[config.mk]
export PLATFORM = sky130hd
export DESIGN_NAME = surface_ray_arbiter
export DESIGN_NICKNAME = d
export VERILOG_FILES = /design/src/rtl/surface_ray_arbiter.sv
export SDC_FILE = /design/constraint.sdc
export NUM_CORES = 1
export LEC_CHECK = 0
export ABC_AREA = 1
export BUFFER_PORTS_ARGS = -buffer_cell sky130_fd_sc_hd__buf_2
export CORE_ASPECT_RATIO = 0.9
export CORE_MARGIN = 5
export CORE_UTILIZATION = 55
export DETAILED_ROUTE_END_ITERATION = 6
export HOLD_SLACK_MARGIN = 0.1
export PLACE_DENSITY = 0.73
export SETUP_SLACK_MARGIN = 0.1
export SLEW_MARGIN = 25
export SYNTH_ARGS = -nofsm -noshare
export SYNTH_HDL_FRONTEND = slang
export SYNTH_SLANG_ARGS = --single-unit
[constraint.sdc]
create_clock -name clk -period 6.78 [get_ports clk]
set_input_delay 0.678 -clock clk [delete_from_list [all_inputs] [get_ports clk]]
set_output_delay 0.678 -clock clk [all_outputs]
set_load 0.005 [all_outputs]
[src/rtl/surface_ray_arbiter.sv]
// surface_ray_arbiter
//   Buffers primary and reflection rays in two small FIFOs and issues one ray
//   at a time to the downstream surface unit. Reflection rays win by default,
//   but after REF_BURST consecutive reflection grants with a primary ray
//   waiting, one primary ray is forced through. Each issue is followed by one
//   dead cycle so the downstream full flag can settle.
//
// Ports
//   clk              rising-edge clock
//   resetn           asynchronous active-low reset
//   add_input        primary ray write strobe
//   input_data       primary ray payload
//   fifo_full        primary FIFO full (registered)
//   add_ref_input    reflection ray write strobe
//   ref_input_data   reflection ray payload
//   ref_fifo_full    reflection FIFO full (registered)
//   output_fifo_full downstream cannot accept
//   valid            one-cycle pulse, out carries a ray
//   out              registered granted ray, holds while valid is low

package surface_ray_pkg;
  typedef struct packed {
    logic [15:0] x;
    logic [15:0] y;
    logic [7:0]  ray_id;
  } SurfaceInputData;
endpackage

module surface_ray_arbiter
  import surface_ray_pkg::*;
#(
  parameter int unsigned PRIM_DEPTH = 2,
  parameter int unsigned REF_DEPTH  = 2,
  parameter int unsigned REF_BURST  = 4
) (
  input  logic            clk,
  input  logic            resetn,
  input  logic            add_input,
  input  SurfaceInputData input_data,
  output logic            fifo_full,
  input  logic            add_ref_input,
  input  SurfaceInputData ref_input_data,
  output logic            ref_fifo_full,
  input  logic            output_fifo_full,
  output logic            valid,
  output SurfaceInputData out
);

  localparam int unsigned PW  = $clog2(PRIM_DEPTH);
  localparam int unsigned PCW = PW + 1;
  localparam int unsigned RW  = $clog2(REF_DEPTH);
  localparam int unsigned RCW = RW + 1;
  localparam int unsigned BW  = $clog2(REF_BURST + 1);

  localparam logic [PCW-1:0] P_FULL    = PCW'(PRIM_DEPTH);
  localparam logic [RCW-1:0] R_FULL    = RCW'(REF_DEPTH);
  localparam logic [BW-1:0]  BURST_MAX = BW'(REF_BURST);

  typedef enum logic {
    IDLE,
    ISSUED
  } state_t;

  state_t state;

  // Primary FIFO
  SurfaceInputData  p_mem [PRIM_DEPTH];
  logic [PW-1:0]    p_wr_ptr, p_rd_ptr;
  logic [PCW-1:0]   p_cnt, p_cnt_nxt;
  logic             p_ne, p_wr_en, p_pop;

  // Reflection FIFO
  SurfaceInputData  r_mem [REF_DEPTH];
  logic [RW-1:0]    r_wr_ptr, r_rd_ptr;
  logic [RCW-1:0]   r_cnt, r_cnt_nxt;
  logic             r_ne, r_wr_en, r_pop;

  logic [BW-1:0]    burst_cnt;
  logic             issue, grant_ref;

  always_comb begin
    // Emptiness uses the registered count, so a same-edge write never bypasses.
    p_ne      = (p_cnt != '0);
    r_ne      = (r_cnt != '0);
    p_wr_en   = add_input && !fifo_full;
    r_wr_en   = add_ref_input && !ref_fifo_full;
    issue     = (state == IDLE) && !output_fifo_full && (p_ne || r_ne);
    grant_ref = r_ne && !(p_ne && (burst_cnt == BURST_MAX));
    p_pop     = issue && !grant_ref;
    r_pop     = issue && grant_ref;
    p_cnt_nxt = p_cnt + PCW'(p_wr_en) - PCW'(p_pop);
    r_cnt_nxt = r_cnt + RCW'(r_wr_en) - RCW'(r_pop);
  end

  // Storage arrays carry no reset; validity is tracked by the counts.
  always_ff @(posedge clk) begin
    if (p_wr_en) p_mem[p_wr_ptr] <= input_data;
    if (r_wr_en) r_mem[r_wr_ptr] <= ref_input_data;
  end

  always_ff @(posedge clk or negedge resetn) begin
    if (!resetn) begin
      p_wr_ptr      <= '0;
      p_rd_ptr      <= '0;
      p_cnt         <= '0;
      fifo_full     <= 1'b0;
      r_wr_ptr      <= '0;
      r_rd_ptr      <= '0;
      r_cnt         <= '0;
      ref_fifo_full <= 1'b0;
    end else begin
      if (p_wr_en) p_wr_ptr <= p_wr_ptr + PW'(1);
      if (p_pop)   p_rd_ptr <= p_rd_ptr + PW'(1);
      p_cnt     <= p_cnt_nxt;
      fifo_full <= (p_cnt_nxt == P_FULL);
      if (r_wr_en) r_wr_ptr <= r_wr_ptr + RW'(1);
      if (r_pop)   r_rd_ptr <= r_rd_ptr + RW'(1);
      r_cnt         <= r_cnt_nxt;
      ref_fifo_full <= (r_cnt_nxt == R_FULL);
    end
  end

  always_ff @(posedge clk or negedge resetn) begin
    if (!resetn) begin
      state     <= IDLE;
      valid     <= 1'b0;
      out       <= '0;
      burst_cnt <= '0;
    end else begin
      case (state)
        IDLE: begin
          if (issue) begin
            valid <= 1'b1;
            state <= ISSUED;
            if (grant_ref) begin
              out <= r_mem[r_rd_ptr];
              // Only count reflection grants that made a primary ray wait.
              if (p_ne)
                burst_cnt <= (burst_cnt == BURST_MAX) ? BURST_MAX : burst_cnt + BW'(1);
              else
                burst_cnt <= '0;
            end else begin
              out       <= p_mem[p_rd_ptr];
              burst_cnt <= '0;
            end
          end else begin
            valid <= 1'b0;
          end
        end
        ISSUED: begin
          valid <= 1'b0;
          state <= IDLE;
        end
        default: begin
          valid <= 1'b0;
          state <= IDLE;
        end
      endcase
    end
  end

endmodule

Yosys cells after proc, flatten, opt, wreduce, memory -nomap -nowiden

Memory sizes are Yosys's and may differ from the RTL's.
Index checks and enable logic that the tools add are counted.

Equal/unequal tests: 3
Div/mod/pow operators: 0
Bitwise operators: 1
Add/sub/neg operators: 9
$lt $le $gt $ge: 0
Multiply operators: 0
Shifts and indexed selects: 0
Multiplexer cells: 10
Reduce and logical (&&, ||, !) cells: 17

Operator list:

| kind                | number |
|---|---|
| $mux 40             | 1 |
| $mux 3              | 3 |
| $logic_and 1x1->1   | 8 |
| $logic_not 1->1     | 5 |
| $mux 1              | 5 |
| $add 1x1->1 const B | 4 |
| $add 2x1->2         | 2 |
| $eq 2x2->1 const B  | 2 |
| $reduce_bool 2->1   | 2 |
| $sub 2x1->2         | 2 |
| $add 3x1->3 const B | 1 |
| $eq 3x3->1 const B  | 1 |
| $pmux 1 s2          | 1 |
| $reduce_and 2->1    | 1 |
| $logic_or 1x1->1    | 1 |
| $not 1->1           | 1 |

Bits in read-only memories: 0
Input bits: 85
Register bits after elaboration: 54
Memories kept: 2
Word-level logic and storage cells: 55
Bits in writable memories: 160
Output and inout port bits: 43
Bits in latches: 0

Memories:

| memory | words | bits a word | rd ports | clocked after memory_dff | write ports | RTL line | text |
|---|---|---|---|---|---|---|---|
| p_mem  | 2     | 40          | 1        | 0                        | 1           | 67       | `SurfaceInputData p_mem [PRIM_DEPTH];` |
| r_mem  | 2     | 40          | 1        | 0                        | 1           | 73       | `SurfaceInputData r_mem [REF_DEPTH];` |

Longest topological paths before layout

Depth after elaboration: 8
Depth in mapped cells: 14
Mapped depth without buffers: 14

Least setup slack after synthesis

Ideal clock, no wire load.

Kind: input-to-reg
From: input port add_input
To: memory p_mem[0][0] in the netlist's numbering (enable)
Stages: 2
Setup slack: 3.867 ns
Path buffers: 0
Arrival time: 2.476 ns
Cell sequence: nand2_1 nor2_1

Word-level cells in the longest chain between the ends: 3

RTL lines:

| item                         | RTL line | text |
|---|---|---|
| from (decl)                  | 38       | `input logic add_input,` |
| $logic_and 1x1->1            | 85       | `p_wr_en = add_input && !fifo_full;` |
| $mux 1                       | 97       | `if (p_wr_en) p_mem[p_wr_ptr] <= input_data;` |
| $mux 1 (implied by the code) | 97       |  |
| to (decl)                    | 67       |  |

No other way between the ends.

Worst setup path after layout

From: register burst_cnt[0]
To: register fifo_full

Word-level cells in the longest chain between the ends: 8

RTL lines:

| item                   | RTL line | text |
|---|---|---|
| from (decl)            | 78       | `logic [BW-1:0] burst_cnt;` |
| from (signal assigned) | 139      | `burst_cnt <= (burst_cnt == BURST_MAX) ? BURST_MAX : burst_cnt + BW'(1);` |
| $eq 3x3->1             | 88       | `grant_ref = r_ne && !(p_ne && (burst_cnt == BURST_MAX));` |
| $logic_and 1x1->1      | 88       |  |
| $logic_not 1->1        | 88       |  |
| $logic_and 1x1->1      | 88       |  |
| $logic_not 1->1        | 89       | `p_pop = issue && !grant_ref;` |
| $logic_and 1x1->1      | 89       |  |
| named net p_pop        | 70       | `logic p_ne, p_wr_en, p_pop;` |
| $sub 2x1->2            | 91       | `p_cnt_nxt = p_cnt + PCW'(p_wr_en) - PCW'(p_pop);` |
| $eq 2x2->1             | 115      | `fifo_full <= (p_cnt_nxt == P_FULL);` |
| to (signal assigned)   | 115      |  |
| to (decl)              | 40       | `output logic fifo_full,` |

The timed path passes the listed nets, and every way through them passes these cells.
A chain may end at the register's enable or synchronous reset.

==> run summary <==
Final worst setup slack = 3.531 ns
Cell row count = 43
Commonest non-fill, non-tap cells in the layout = nand2_1 (297), edfxtp_1 (160), buf_2 (127)
Die Ht = 127.6 microns
Post-synthesis register bit count = 214
CP cell instances = inv_1 > ha_1 > nand2_1 > inv_1 > nand2_2 > nand2_2 > nand2_1 > inv_1 > ha_1 > inv_1 > ha_1 > inv_1 > nand2_1 > a21oi_1
Cell mode on critical path = inv_1
I/O Buffers = 127
Area grow syn2layout = 18.64%
Worst relative slew slack = 0.3399
Dpl cells = 1025
Drt drc = 0
Min cycle time layout = 3.249 ns
Layout cell share with drive strength beyond 1 = 0.2109
Total track usage = 0.2192
NetSw = 1549 uW
Slew @ Worst Pin = 0.9879 ns
Clock Tree Buf Depth = 3
Share of the clock period used by the worst path = 0.4792
Routed WL = 19620 microns
Final Hold Viols = 0
Pre-antenna DRT Iters = 5
Avg WL per Cell = 18.43 microns
Slew Viols, Final = 0
Number of distinct library cells after synthesis = 21
Power Total = 4414 uW
Clock Tree Root = clkbuf_16
Leakage = 0.004378 uW
Largest net degree at the start of global routing = 55
CTS sink cnt = 214
Gate Count Post-Synth = 730
Total congestion overflow = 0
Final ANT Viol Nets = 0
Worst Setup End Kind = flop
Die Area = 0.01795 sq mm
Crit Path Class = reg -> reg
Final net count = 939
CP max stage delay = 0.70 ns
Synthesized cell area = 0.008451 sq mm
Sequential-to-total area share from yosys stat = 0.7285
Syn. warnings = 0
Syn_nets = 821
ANT cells = 0
Via density = 5.485
DR vias = 5842
Initial Util = 0.5550
Commonest non-fill, non-tap cell in the layout = nand2_1
Initial antenna violation count = 0
Pre-CTS setup slack = 3.258 ns
Combinational power share = 0.307
Worst setup SP type = flop
Mean Syn Cell Area = 11.58 sq um
H-Tree Level Count = 1
Post-DP HPWL = 13280 microns
Vias in the first global route = 5939
Max Cap Viol = 0
Sw frac = 0.3510
Post-CTS setup buffers = 0
Final Wtd Congestion = 0.8850
# resized after CTS = 0
Int Pwr = 2865 uW
Setup violations, final = 0
Hold crit path type = in -> async
WP data required = 7.19 ns
Non-Filler Instances = 1065
Fmax achieved = 307.8 MHz
Hold_buf cts = 0
Crit path max-delay cell type = nand2_2
Worst Path Max Fanout = 42
Worst VDD drop = 0.2435 mV
Clock Power Share = 0.246
Initial DRC count = 453
First-pass GRT wire length = 30990 microns
Worst skew pair latency = 0.50 ns
RSZ-0062 raised after global routing = false
Setup TNS = 0 ns
Cts bufs inserted = 21
Status = complete, no violations
I/O pin cnt = 128
Sequential share of power = 0.447
Worst-path clk slew = 0.06 ns
Worst hold slack = 0.3182 ns
Pwr dens = 440.2 mW/mm^2
Core region area = 0.01523 sq mm
Die Span X = 140.7 microns
WP data arrival = 3.66 ns
Worst clock skew = 0.01220 ns
CTS tree = built
==> metal layers <==
layer / GRT usage / routed length, microns / vias to the layer above
li1: - / - / 2733
met1: 0.2915 / 7989 / 2845
met2: 0.3764 / 9840 / 220
met3: 0.03743 / 1224 / 44
met4: 0.06268 / 569 / 0
met5: 0 / 0 / -
==> power by group through the flow <==
stage / Sequential [uW] / Combinational [uW] / Clock [uW]
final: 1970 / 1360 / 1090
after global routing: 2000 / 1520 / 1150
after CTS: 1970 / 1360 / 1100
after detailed placement: 1990 / 1350 / 0
after global placement: 1980 / 1250 / 0
after floorplan: 1960 / 847 / 0
==> sequential cells by signal, indices dropped and copies added (netlist names) <==
| name | count |
|---|---|
| r_wr_ptr | 1 |
| ref_fifo_full | 1 |
| p_rd_ptr | 1 |
| out | 40 |
| state | 1 |
| fifo_full | 1 |
| r_mem | 80 |
| p_cnt | 2 |
| p_wr_ptr | 1 |
| p_mem | 80 |
| burst_cnt | 3 |
| r_cnt | 2 |
| r_rd_ptr | 1 |
==> synth_stat cells, drive strengths merged <==
master | instances | share of area
nand4 | 40 | 0.030
clkbuf | 15 | 0.0067
edfxtp | 160 | 0.57
nand2 | 301 | 0.13
xor2 | 3 | 0.0031
o21ai | 4 | 0.0028
dfrtp | 54 | 0.16
inv | 22 | 0.0098
nand3 | 83 | 0.049
buf | 27 | 0.016
nand3b | 1 | 0.00089
xnor2 | 2 | 0.0021
nor2 | 9 | 0.0049
ha | 6 | 0.0089
a21oi | 3 | 0.0031
==> cells by family after synthesis <==
family | Yosys count | synth area share
AND/OR/NAND/NOR | 434 | 0.2194
flip-flops | 214 | 0.7285
buffers and inverters | 64 | 0.03213
AO/OA/AOI/OAI | 7 | 0.005923
adder cells (fa/ha/maj) | 6 | 0.008883
XOR/XNOR | 5 | 0.005183
==> worst paths after layout <==
kind / cells past startpoint / slack [ns] / from / endpoint
max in group asynchronous: 2 / 5.97 / resetn / out[10]
max: 14 / 3.53 / burst_cnt[0] / fifo_full
min reg2reg: 2 / 0.51 / out[36] / out[36]
min in group clk: 1 / 0.37 / input_data[32] / p_mem[1][32]
min: 2 / 0.32 / resetn / r_wr_ptr
max reg2reg: 14 / 3.53 / burst_cnt[0] / fifo_full
==> worst max-delay path, delay by kind of cell (launching register included) <==
family / cells / cell delay, ns
adder cells (fa/ha/maj): 3 / 0.67
buffers and inverters: 5 / 0.30
AO/OA/AOI/OAI: 1 / 0.12
flip-flops: 1 / 0.38
AND/OR/NAND/NOR: 5 / 1.67
==> stage by stage <==
stage | instance area [sq um] | util
final | 10030 | 0.6585
after global routing | 10030 | 0.6585
after CTS | 9971 | 0.6549
after detailed placement | 9328 | 0.6126
after global placement | 9218 | 0.6054
after floorplan | 8451 | -
==> final cells by class <==
class,count,area [sq um]
Clock inverter,5,32.53
Fill cell,1122,5200
Tap cell,202,252.7
Inverter,22,82.58
Clock buffer,33,610.6
Timing Repair Buffer,137,830.8
Multi-Input combinational cell,452,2061
Sequential cell,214,6156
Power figures use the tool's default switching activity.
